[config.mk]
export PLATFORM = sky130hd
export DESIGN_NAME = gray_ptr_ctrl
export DESIGN_NICKNAME = d
export VERILOG_FILES = /design/src/rtl/gray_ptr_pkg.sv /design/src/rtl/sync_bus_ff.sv /design/src/rtl/gray_ptr_ctrl.sv
export SDC_FILE = /design/constraint.sdc
export NUM_CORES = 1
export LEC_CHECK = 0
export CAP_MARGIN = 10
export CORE_MARGIN = 2
export CORE_UTILIZATION = 30
export DETAILED_ROUTE_END_ITERATION = 16
export HOLD_SLACK_MARGIN = 0.05
export SYNTH_ARGS = -nofsm -noshare
export SYNTH_HDL_FRONTEND = slang
export SYNTH_SLANG_ARGS = --single-unit
[constraint.sdc]
create_clock -name clk -period 5.6 [get_ports clk]
set_input_delay 1.4 -clock clk [delete_from_list [all_inputs] [get_ports clk]]
set_output_delay 1.4 -clock clk [all_outputs]
set_load 0.03 [all_outputs]
[src/rtl/gray_ptr_pkg.sv]
`default_nettype none
// ============================================================================
//  Module      : gray_ptr_pkg
//  Description : Shared helpers for Gray-coded CDC pointers: binary/Gray
//                conversion, pointer width and the offset that keeps the
//                code map single-bit-change across the wrap for depths that
//                are not a power of two.
//  Revision    : 1.0  initial release
// ============================================================================
package gray_ptr_pkg;

    localparam int unsigned SIDE_WR = 0;
    localparam int unsigned SIDE_RD = 1;

    // Reflected binary Gray encoding.
    function automatic logic [31:0] bin2gray(input logic [31:0] b);
        return b ^ (b >> 1);
    endfunction

    // Inverse of bin2gray: each binary bit is the XOR of all Gray bits at or
    // above it.
    function automatic logic [31:0] gray2bin(input logic [31:0] g);
        logic [31:0] b;
        b = g;
        for (int i = 30; i >= 0; i--) begin
            b[i] = b[i+1] ^ g[i];
        end
        return b;
    endfunction

    // Pointer counts modulo 2*depth, so it needs one bit beyond the address.
    function automatic int unsigned ptr_width(input int unsigned depth);
        return $clog2(2 * depth);
    endfunction

    // Centering the 2*depth used codes inside the 2^PW Gray cycle makes the
    // first and last used codes mirror images, which differ in the MSB only.
    function automatic int unsigned gray_offset(input int unsigned depth);
        return ((32'd1 << ptr_width(depth)) - 2 * depth) / 2;
    endfunction

endpackage : gray_ptr_pkg
`default_nettype wire

[src/rtl/sync_bus_ff.sv]
`default_nettype none
// ============================================================================
//  Module      : sync_bus_ff
//  Description : Plain multi-flop bus synchroniser with synchronous
//                active-high reset to a configurable value. Only safe for
//                buses whose source changes at most one bit at a time.
//  Revision    : 1.0  initial release
// ============================================================================
module sync_bus_ff #(
    parameter int unsigned          WIDTH     = 1,
    parameter int unsigned          STAGES    = 2,
    parameter logic [WIDTH-1:0]     RESET_VAL = '0
) (
    input  logic             clk,
    input  logic             reset,
    input  logic [WIDTH-1:0] i_d,
    output logic [WIDTH-1:0] o_q
);

    logic [WIDTH-1:0] stage_q [STAGES];
    logic [WIDTH-1:0] stage_d [STAGES];

    // Each stage takes the previous one; the first samples the async input.
    always_comb begin
        stage_d[0] = i_d;
        for (int i = 1; i < int'(STAGES); i++) begin
            stage_d[i] = stage_q[i-1];
        end
    end

    // Synchroniser chain register.
    always_ff @(posedge clk) begin
        if (reset) begin
            for (int i = 0; i < int'(STAGES); i++) begin
                stage_q[i] <= RESET_VAL;
            end
        end else begin
            for (int i = 0; i < int'(STAGES); i++) begin
                stage_q[i] <= stage_d[i];
            end
        end
    end

    assign o_q = stage_q[STAGES-1];

endmodule : sync_bus_ff
`default_nettype wire

[src/rtl/gray_ptr_ctrl.sv]
`default_nettype none
// ============================================================================
//  Module      : gray_ptr_ctrl
//  Description : One side of an async-FIFO pointer pair. Owns a modulo
//                2*DEPTH local pointer with a registered Gray image, brings
//                the peer's Gray pointer across, decodes it and derives
//                occupancy, full/empty, blocked and sticky code-error flags.
//  Revision    : 1.0  initial release
// ============================================================================
module gray_ptr_ctrl
    import gray_ptr_pkg::*;
#(
    parameter  int unsigned DEPTH       = 6,
    parameter  int unsigned SIDE        = SIDE_WR,
    parameter  int unsigned SYNC_STAGES = 2,
    localparam int unsigned PW          = ptr_width(DEPTH),
    localparam int unsigned LW          = $clog2(DEPTH + 1)
) (
    input  logic          clk,
    input  logic          reset,
    input  logic          inc,
    output logic [PW-1:0] ptr_gray,
    output logic [PW-1:0] ptr_bin,
    input  logic [PW-1:0] rmt_gray,
    output logic [PW-1:0] rmt_bin,
    output logic [LW-1:0] level,
    output logic          flag,
    output logic          blocked,
    output logic          code_err
);

    localparam int unsigned   C_OFF       = gray_offset(DEPTH);
    localparam logic [PW-1:0] C_PTR_LAST  = PW'(2 * DEPTH - 1);
    localparam logic [PW:0]   C_TWO_D     = (PW+1)'(2 * DEPTH);
    localparam logic [PW:0]   C_DEPTH_W   = (PW+1)'(DEPTH);
    localparam logic [LW-1:0] C_LVL_FULL  = LW'(DEPTH);
    localparam logic [PW-1:0] C_GRAY_ZERO = PW'(bin2gray(C_OFF));

    // Code word for binary pointer value b.
    function automatic logic [PW-1:0] to_code(input logic [PW-1:0] b);
        return PW'(bin2gray(32'(b) + C_OFF));
    endfunction

    logic [PW-1:0] ptr_bin_q,  ptr_bin_d;
    logic [PW-1:0] ptr_gray_q, ptr_gray_d;
    logic [PW-1:0] rmt_bin_q,  rmt_bin_d;
    logic          blocked_q,  blocked_d;
    logic          code_err_q, code_err_d;

    logic [PW-1:0] w_sync_gray;
    logic [32:0]   w_rmt_unoff;
    logic          w_rmt_legal;
    logic [PW:0]   w_diff;
    logic [PW:0]   w_mod;
    logic          w_level_ovf;
    logic [LW-1:0] w_level;
    logic          w_flag;

    // Peer pointer crossing; reset value is the code of pointer zero.
    sync_bus_ff #(
        .WIDTH     (PW),
        .STAGES    (SYNC_STAGES),
        .RESET_VAL (C_GRAY_ZERO)
    ) u_sync (
        .clk   (clk),
        .reset (reset),
        .i_d   (rmt_gray),
        .o_q   (w_sync_gray)
    );

    // Local pointer advance or stall; the Gray image is computed from the
    // next binary value so both registers update on the same edge.
    always_comb begin
        ptr_bin_d = ptr_bin_q;
        blocked_d = 1'b0;
        if (inc && w_flag) begin
            blocked_d = 1'b1;
        end else if (inc) begin
            ptr_bin_d = (ptr_bin_q == C_PTR_LAST) ? '0 : ptr_bin_q + 1'b1;
        end
        ptr_gray_d = to_code(ptr_bin_d);
    end

    // Decode the synchronised peer code; codes outside the used window keep
    // the old pointer and raise the sticky error.
    always_comb begin
        w_rmt_unoff = {1'b0, gray2bin(32'(w_sync_gray))} - {1'b0, C_OFF};
        w_rmt_legal = !w_rmt_unoff[32] && (w_rmt_unoff[31:0] < 32'(2 * DEPTH));
        rmt_bin_d   = w_rmt_legal ? PW'(w_rmt_unoff[31:0]) : rmt_bin_q;
        code_err_d  = code_err_q | ~w_rmt_legal | w_level_ovf;
    end

    // Occupancy modulo 2*DEPTH, clamped to DEPTH; flag reflects the role.
    always_comb begin
        if (SIDE == SIDE_WR) begin
            w_diff = {1'b0, ptr_bin_q} + C_TWO_D - {1'b0, rmt_bin_q};
        end else begin
            w_diff = {1'b0, rmt_bin_q} + C_TWO_D - {1'b0, ptr_bin_q};
        end
        w_mod       = (w_diff >= C_TWO_D) ? (w_diff - C_TWO_D) : w_diff;
        w_level_ovf = (w_mod > C_DEPTH_W);
        w_level     = w_level_ovf ? C_LVL_FULL : LW'(w_mod);
        if (SIDE == SIDE_WR) begin
            w_flag = (w_level == C_LVL_FULL);
        end else begin
            w_flag = (w_level == '0);
        end
    end

    // State registers.
    always_ff @(posedge clk) begin
        if (reset) begin
            ptr_bin_q  <= '0;
            ptr_gray_q <= C_GRAY_ZERO;
            rmt_bin_q  <= '0;
            blocked_q  <= 1'b0;
            code_err_q <= 1'b0;
        end else begin
            ptr_bin_q  <= ptr_bin_d;
            ptr_gray_q <= ptr_gray_d;
            rmt_bin_q  <= rmt_bin_d;
            blocked_q  <= blocked_d;
            code_err_q <= code_err_d;
        end
    end

    assign ptr_bin  = ptr_bin_q;
    assign ptr_gray = ptr_gray_q;
    assign rmt_bin  = rmt_bin_q;
    assign blocked  = blocked_q;
    assign code_err = code_err_q;
    assign level    = w_level;
    assign flag     = w_flag;

endmodule : gray_ptr_ctrl
`default_nettype wire

==> impl_metrics.py, run 1 <==
metrics = {
    "outcome": {
        "status": "completed",
    },
    "yosys": {
        "ys_ff_latch": 22,
        "synthArstFlopShare_pct": 0,
        "netlist_area_um2": 1350,
        "synth_ff_type": "dfxtp_1",
        "ys_seq_area_share_pct": 32.7,
        "ys.warnings.count": 0,
        "syn_area_per_cell_um2": 8.58,
        "syn_nets": 176,
        "synth_cell_types": 40,
        "synth_edf_count": 0,
        "syn_inst": 157,
    },
    "sta": {
        "fin_crit_sh_pct": 94.5,
        "fmax_ghz": 0.189,
        "skew_ns": 0.00409,
        "relSlewSlack_pct": 47.1,
        "final.setup.tns_ns": 0,
        "setup_viol": 0,
        "hold_viol": 0,
        "worst_pin_slew_ns": 0.792,
        "finalCriticalPeriod_ns": 5.29,
        "rsz0062_at_grt": "no",
        "maxSlewViolCount": 0,
        "finalWorstSetupSlack_ns": 0.306,
    },
    "place": {
        "dp_slack_ns": 0.450,
        "dp.cells": 229,
        "placed_area_um2": 1640,
        "dp_hpwl_um": 2080,
        "io_buffers": 24,
        "place_congestion": 0.748,
    },
    "power": {
        "switching_share_pct": 42.1,
        "pwr_density_cell_nw_per_um2": 487,
        "p_leak_uw": 0.000737,
        "seq_power_share_pct": 23.1,
        "intPower_uw": 481,
        "pwr-share-clk_pct": 17.9,
        "ir_worst_vdd_mv": 0.206,
        "pwr-share-comb_pct": 58.9,
        "p_switching_uw": 350,
    },
    "drt": {
        "num_vias": 1113,
        "drc": 0,
        "avgViaCountPerCell": 4.78,
        "drt-pass1-iter-count": 4,
        "routed_wl_um": 2710,
        "drt_iter0_markers": 107,
        "ant_nets": 0,
        "wl_per_cell_um": 11.6,
    },
    "critical_path": {
        "critPathArrivalTime_ns": 3.89,
        "critPathRequiredTime_ns": 4.20,
        "path_delay_family": "adder cells",
        "slowest_stage": "fa_1",
        "end_kind": "output port",
        "critPathLaunchType": "flop",
        "critPathKind": "flop to output port",
        "slowest_delay_ns": 0.64,
        "crit_chain": "inv_1 -> ha_1 -> ha_1 -> inv_1 -> fa_1 -> inv_1 -> ha_1 -> or3_1 -> or3_1 -> nand3_1 -> inv_1 -> clkdlybuf4s50_1",
        "cpMostUsedCell": "inv_1",
        "critPathBufInv": 5,
        "crit_path_max_fanout": 10,
    },
    "clock_tree": {
        "cts.sinks": 22,
        "insertion_delay_ns": 0.27,
        "cts_buffers": 3,
        "clk_path_buf_depth": 2,
        "clk_pin_slew_ns": 0.08,
        "cts_root_buf": "clkbuf_8",
        "htree_num_levels": 1,
        "hold_buffers": 0,
        "cts_tree": "built",
    },
    "global_route": {
        "grt_max_degree": 24,
        "antenna_found_initial": 0,
        "grt_pass1_vias": 1063,
        "grt_usage_pct": 12.1,
        "globalRouteOverflowTotal": 0,
        "grt_pass1_wl_um": 4820,
    },
    "floorplan": {
        "rows": 24,
        "dieArea_um2": 5040,
        "die_w_um": 71.0,
        "ios": 25,
        "die_h_um": 71.0,
        "fp.coreArea_um2": 4320,
        "start_util_pct": 31.1,
    },
    "hold_path": {
        "holdCritPathClass": "flop to flop",
    },
    "cells_and_area": {
        "seqCellArea_um2": 440,
        "instances_no_fill": 233,
        "diodes": 0,
        "fin_area_um2": 1710,
        "fillers": 467,
        "area_growth_syn_to_layout_pct": 27.0,
        "drive_above_1_share_pct": 8.29,
        "nNetsFinal": 201,
        "multi_input_area_um2": 807,
    },
    "run": {
        "max_cap_viol_count": 0,
    },
}
final timing paths:
check | start | to | slack (ns) | depth (start not counted)
max | rmt_bin[1] | flag | 0.31 | 12
min | u_sync.stage_q[0][0] | u_sync.stage_q[0][4] | 0.42 | 1
max reg2reg | rmt_bin[1] | ptr_gray[2] | 1.20 | 16
min reg2reg | u_sync.stage_q[0][0] | u_sync.stage_q[0][4] | 0.42 | 1
cells by family (layout without fill, tap and decap cells):
kind of cell / after synthesis / after routing / share of synthesized area [%]
and+or+nand+nor: 56 / 56 / 23.0
AOI/OAI and AO/OA: 28 / 28 / 15.0
buffers and inverters: 26 / 50 / 7.34
DFF: 22 / 22 / 32.7
adders and majority gates: 12 / 12 / 11.7
xor gates and xnor gates: 7 / 7 / 4.55
muxes: 6 / 6 / 5.76
metal layers:
| metal | GRT usage [%] | wire length, µm | vias to the layer above |
|---|---|---|---|
| met4 | 4.82 | 45 | 0 |
| li1 | - | - | 586 |
| met5 | 0 | 0 | - |
| met3 | 2.14 | 107 | 5 |
| met2 | 19.1 | 1240 | 24 |
| met1 | 16.3 | 1320 | 498 |
cells in the final DEF, fill, tap and decap left out, types with 2 or more instances in the layout:
cell,Yosys,routed
or2_2,4,4
or3_1,3,3
nor2b_1,7,7
dfxtp_1,22,22
xnor2_1,4,4
nor2_1,16,16
o22ai_1,4,4
nor3_1,2,2
nand2b_1,2,2
clkbuf_8,0,3
and3_1,3,3
a31oi_1,2,2
a2111o_1,2,2
nand3_1,5,5
mux2i_1,4,4
ha_1,11,11
nand4_1,2,2
clkdlybuf4s50_1,0,23
inv_1,22,22
o21ai_0,5,5
xor2_1,3,3
nand2_1,6,6
a21oi_1,6,6
nor3b_1,2,2
synthesized netlist by cell type (all sizes together), types with 3 or more instances:
cell type | number | area share [%]
o21ai | 6 | 2.5
ha | 11 | 10
nand2 | 6 | 1.7
a21oi | 7 | 3.4
nor2 | 16 | 4.5
nand3 | 6 | 3.2
o22ai | 4 | 1.9
dfxtp | 22 | 33
xor2 | 3 | 2.0
clkbuf | 3 | 0.84
xnor2 | 4 | 2.6
or2 | 4 | 1.9
nor2b | 7 | 3.3
mux2i | 5 | 4.6
and3 | 3 | 1.4
inv | 22 | 6.1
or3 | 3 | 1.4
final cells by class:
cell class	instances	share of cell area (%)
clock buffers	3	2.42
clock inverters	1	1.76
inverters	22	4.83
multi-input cells	109	47.2
flip-flops and latches	22	25.8
well taps	52	3.81
repair buffers	24	14.2
metrics by stage:
stage	hold slack, ns	power (µW)	util (%)
global route	0.439	889	39.5
global placement	0.391	685	37.8
CTS	0.418	841	39.5
floorplan	0.389	538	-
detailed placement	0.399	688	37.8
finish	0.419	832	39.5
flip-flops by register name, summed over array words and instances (netlist names):
name and cells:
code_err 1, ptr_bin 4, u_sync.stage_q 8, blocked 1, rmt_bin 4, ptr_gray 4
power by group through the flow:
stage	clock (µW)	sequential (µW)	combinational [µW]
2_1_floorplan	0	232	305
3_3_place_gp	0	195	489
3_5_place_dp	0	196	492
4_1_cts	154	193	494
5_1_grt	163	195	532
6_report	149	192	490
repair_timing:
action | 4_1_cts | 5_1_grt
setup buffers | 0 | 0
endpoints found under the setup margin | 0 | 1
resized for setup | 0 | 1
Note: power is estimated with default switching activity, not from simulation.
==> inputs of run 2 (changes only) <==
--- a/config.mk
+++ b/config.mk
@@ -6,7 +6,7 @@
 export NUM_CORES = 1
 export LEC_CHECK = 0
 export CAP_MARGIN = 10
-export CORE_MARGIN = 2
+export CORE_MARGIN = 4
 export CORE_UTILIZATION = 30
 export DETAILED_ROUTE_END_ITERATION = 16
 export HOLD_SLACK_MARGIN = 0.05
==> run 2 against run 1 <==
Sequential cell count is the same. Non-clock buffer count unchanged. Sequential power hardly changed. Combinational power about the same. Clock-buffer cell count unchanged. Worst hold slack got worse by 0.0061 ns. Largest power group unchanged.
==> impl_metrics.py, run 2 (synthesis gave the netlist of run 1 again) <==
metrics = {
    "place": {
        "dp_hpwl_um": 2080,
        "dp.cells": 229,
        "dp_slack_ns": 0.454,
        "io_buffers": 24,
        "place_congestion": 0.830,
    },
    "critical_path": {
        "ff2ff_path_depth": 16,
        "critPathArrivalTime_ns": 3.90,
        "slowest_delay_ns": 0.66,
        "critPathBufInv": 5,
        "path_delay_family": "adder cells",
        "crit_path_end": "flag",
        "cp_num_cells": 12,
        "critPathKind": "flop to output port",
        "r2r_end": "ptr_gray[2]",
        "crit_chain": "inv_1 -> ha_1 -> ha_1 -> inv_1 -> fa_1 -> inv_1 -> ha_1 -> or3_1 -> or3_1 -> nand3_1 -> inv_1 -> clkdlybuf4s50_1",
        "reg2reg_slack_ns": 1.13,
        "cpMostUsedCell": "inv_1",
        "slowest_stage": "fa_1",
        "critPathRequiredTime_ns": 4.20,
        "critPathLaunchType": "flop",
        "cp-startpoint": "rmt_bin[1]",
        "end_kind": "output port",
        "r2r_start": "rmt_bin[1]",
        "crit_path_max_fanout": 10,
    },
    "floorplan": {
        "rows": 24,
        "start_util_pct": 30.9,
        "dieArea_um2": 5620,
        "die_h_um": 75.0,
        "ios": 25,
        "fp.coreArea_um2": 4350,
        "die_w_um": 75.0,
    },
    "global_route": {
        "grt_pass1_vias": 952,
        "globalRouteOverflowTotal": 0,
        "grt_usage_pct": 10.4,
        "grt_max_degree": 24,
        "grt_pass1_wl_um": 4390,
        "antenna_found_initial": 0,
    },
    "clock_tree": {
        "cts_buffers": 3,
        "clk_path_buf_depth": 2,
        "clk_pin_slew_ns": 0.08,
        "post_cts_buffers": 0,
        "cts_tree": "built",
        "cts.sinks": 22,
        "cts_root_buf": "clkbuf_8",
        "insertion_delay_ns": 0.26,
        "htree_num_levels": 1,
    },
    "cells_and_area": {
        "regMostFlops": "u_sync.stage_q",
        "final_common_cell": "clkdlybuf4s50_1",
        "final_util_pct": 39.3,
        "fillers": 435,
        "multi_input_area_um2": 807,
        "area_growth_syn_to_layout_pct": 27.0,
        "seqCellArea_um2": 440,
        "nNetsFinal": 201,
        "instances_no_fill": 233,
        "largest_reg_flops": 8,
        "drive_above_1_share_pct": 8.29,
        "diodes": 0,
        "final_cell_mix": "clkdlybuf4s50_1 (23), inv_1 (22), dfxtp_1 (22)",
    },
    "sta": {
        "final.setup.tns_ns": 0,
        "rsz0062_at_grt": "no",
        "finalCriticalPeriod_ns": 5.30,
        "setup_viol": 0,
        "fmax_ghz": 0.189,
        "finalWorstSetupSlack_ns": 0.295,
        "relSlewSlack_pct": 47.7,
        "fin_crit_sh_pct": 94.7,
        "worst_pin_slew_ns": 0.782,
        "skew_ns": 0.000887,
        "hold_viol": 0,
        "maxSlewViolCount": 0,
    },
    "power": {
        "ir_worst_vdd_mv": 0.196,
        "pwr_density_cell_nw_per_um2": 488,
        "p_leak_uw": 0.000737,
    },
    "outcome": {
        "status": "completed",
    },
    "drt": {
        "avgViaCountPerCell": 4.85,
        "num_vias": 1131,
        "routed_wl_um": 2760,
        "drt_iter0_markers": 153,
        "ant_nets": 0,
        "drc": 0,
        "wl_per_cell_um": 11.8,
        "drt-pass1-iter-count": 4,
    },
    "run": {
        "max_cap_viol_count": 0,
    },
    "hold_path": {
        "holdCritPathClass": "flop to flop",
    },
}
run 2: cell counts in the layout (fill, tap and decap cells not counted):
No cell type changed its count.
run 2: metal layers:
| layer | vias to the layer above | wire (µm) | global-route usage, % |
|---|---|---|---|
| met1 | 512 | 1320 | 14.2 |
| met4 | 0 | 24 | 2.96 |
| met5 | - | 0 | 0 |
| met2 | 29 | 1240 | 15.8 |
| met3 | 2 | 173 | 3.07 |
| li1 | 588 | - | - |
run 2: what timing repair did:
item,in CTS,in global routing
endpoints found under the hold margin,0,0
setup endpoints to repair,0,1
gates resized for setup,0,1
hold buffers,0,0
run 2: worst min-delay path by stage:
stage,startpoint,endpoint,slack [ns],cells past startpoint
final,u_sync.stage_q[0][0],u_sync.stage_q[0][4],0.41,1
after global routing,u_sync.stage_q[0][1],u_sync.stage_q[0][5],0.43,1
after CTS,u_sync.stage_q[0][0],u_sync.stage_q[0][4],0.41,1
after detailed placement,u_sync.stage_q[0][0],u_sync.stage_q[0][4],0.39,1
after global placement,u_sync.stage_q[0][1],u_sync.stage_q[0][5],0.39,1
after floorplan,u_sync.stage_q[0][0],u_sync.stage_q[0][4],0.39,1
run 2: final cells by class:
type	instances	area share, %
multi-input combinational	109	47.2
sequential	22	25.8
timing repair buffer	24	14.2
inverter	22	4.83
tap	52	3.81
clock buffer	3	2.42
clock inverter	1	1.76
run 2: power by group:
group	switching, µW	total [µW]	internal [µW]	leakage, µW
Clock	54.6	150	95.5	0.0000357
Sequential	13.1	192	179	0.000181
Combinational	285	492	207	0.000521
Total	353	834	481	0.000737
run 2: through the flow:
stage / hold slack (ns) / area [µm²] / total power [µW]
3_3_place_gp: 0.392 / 1640 / 690
5_1_grt: 0.427 / 1710 / 895
3_5_place_dp: 0.393 / 1640 / 690
2_1_floorplan: 0.389 / 1350 / 538
4_1_cts: 0.415 / 1710 / 844
6_report: 0.413 / 1710 / 834
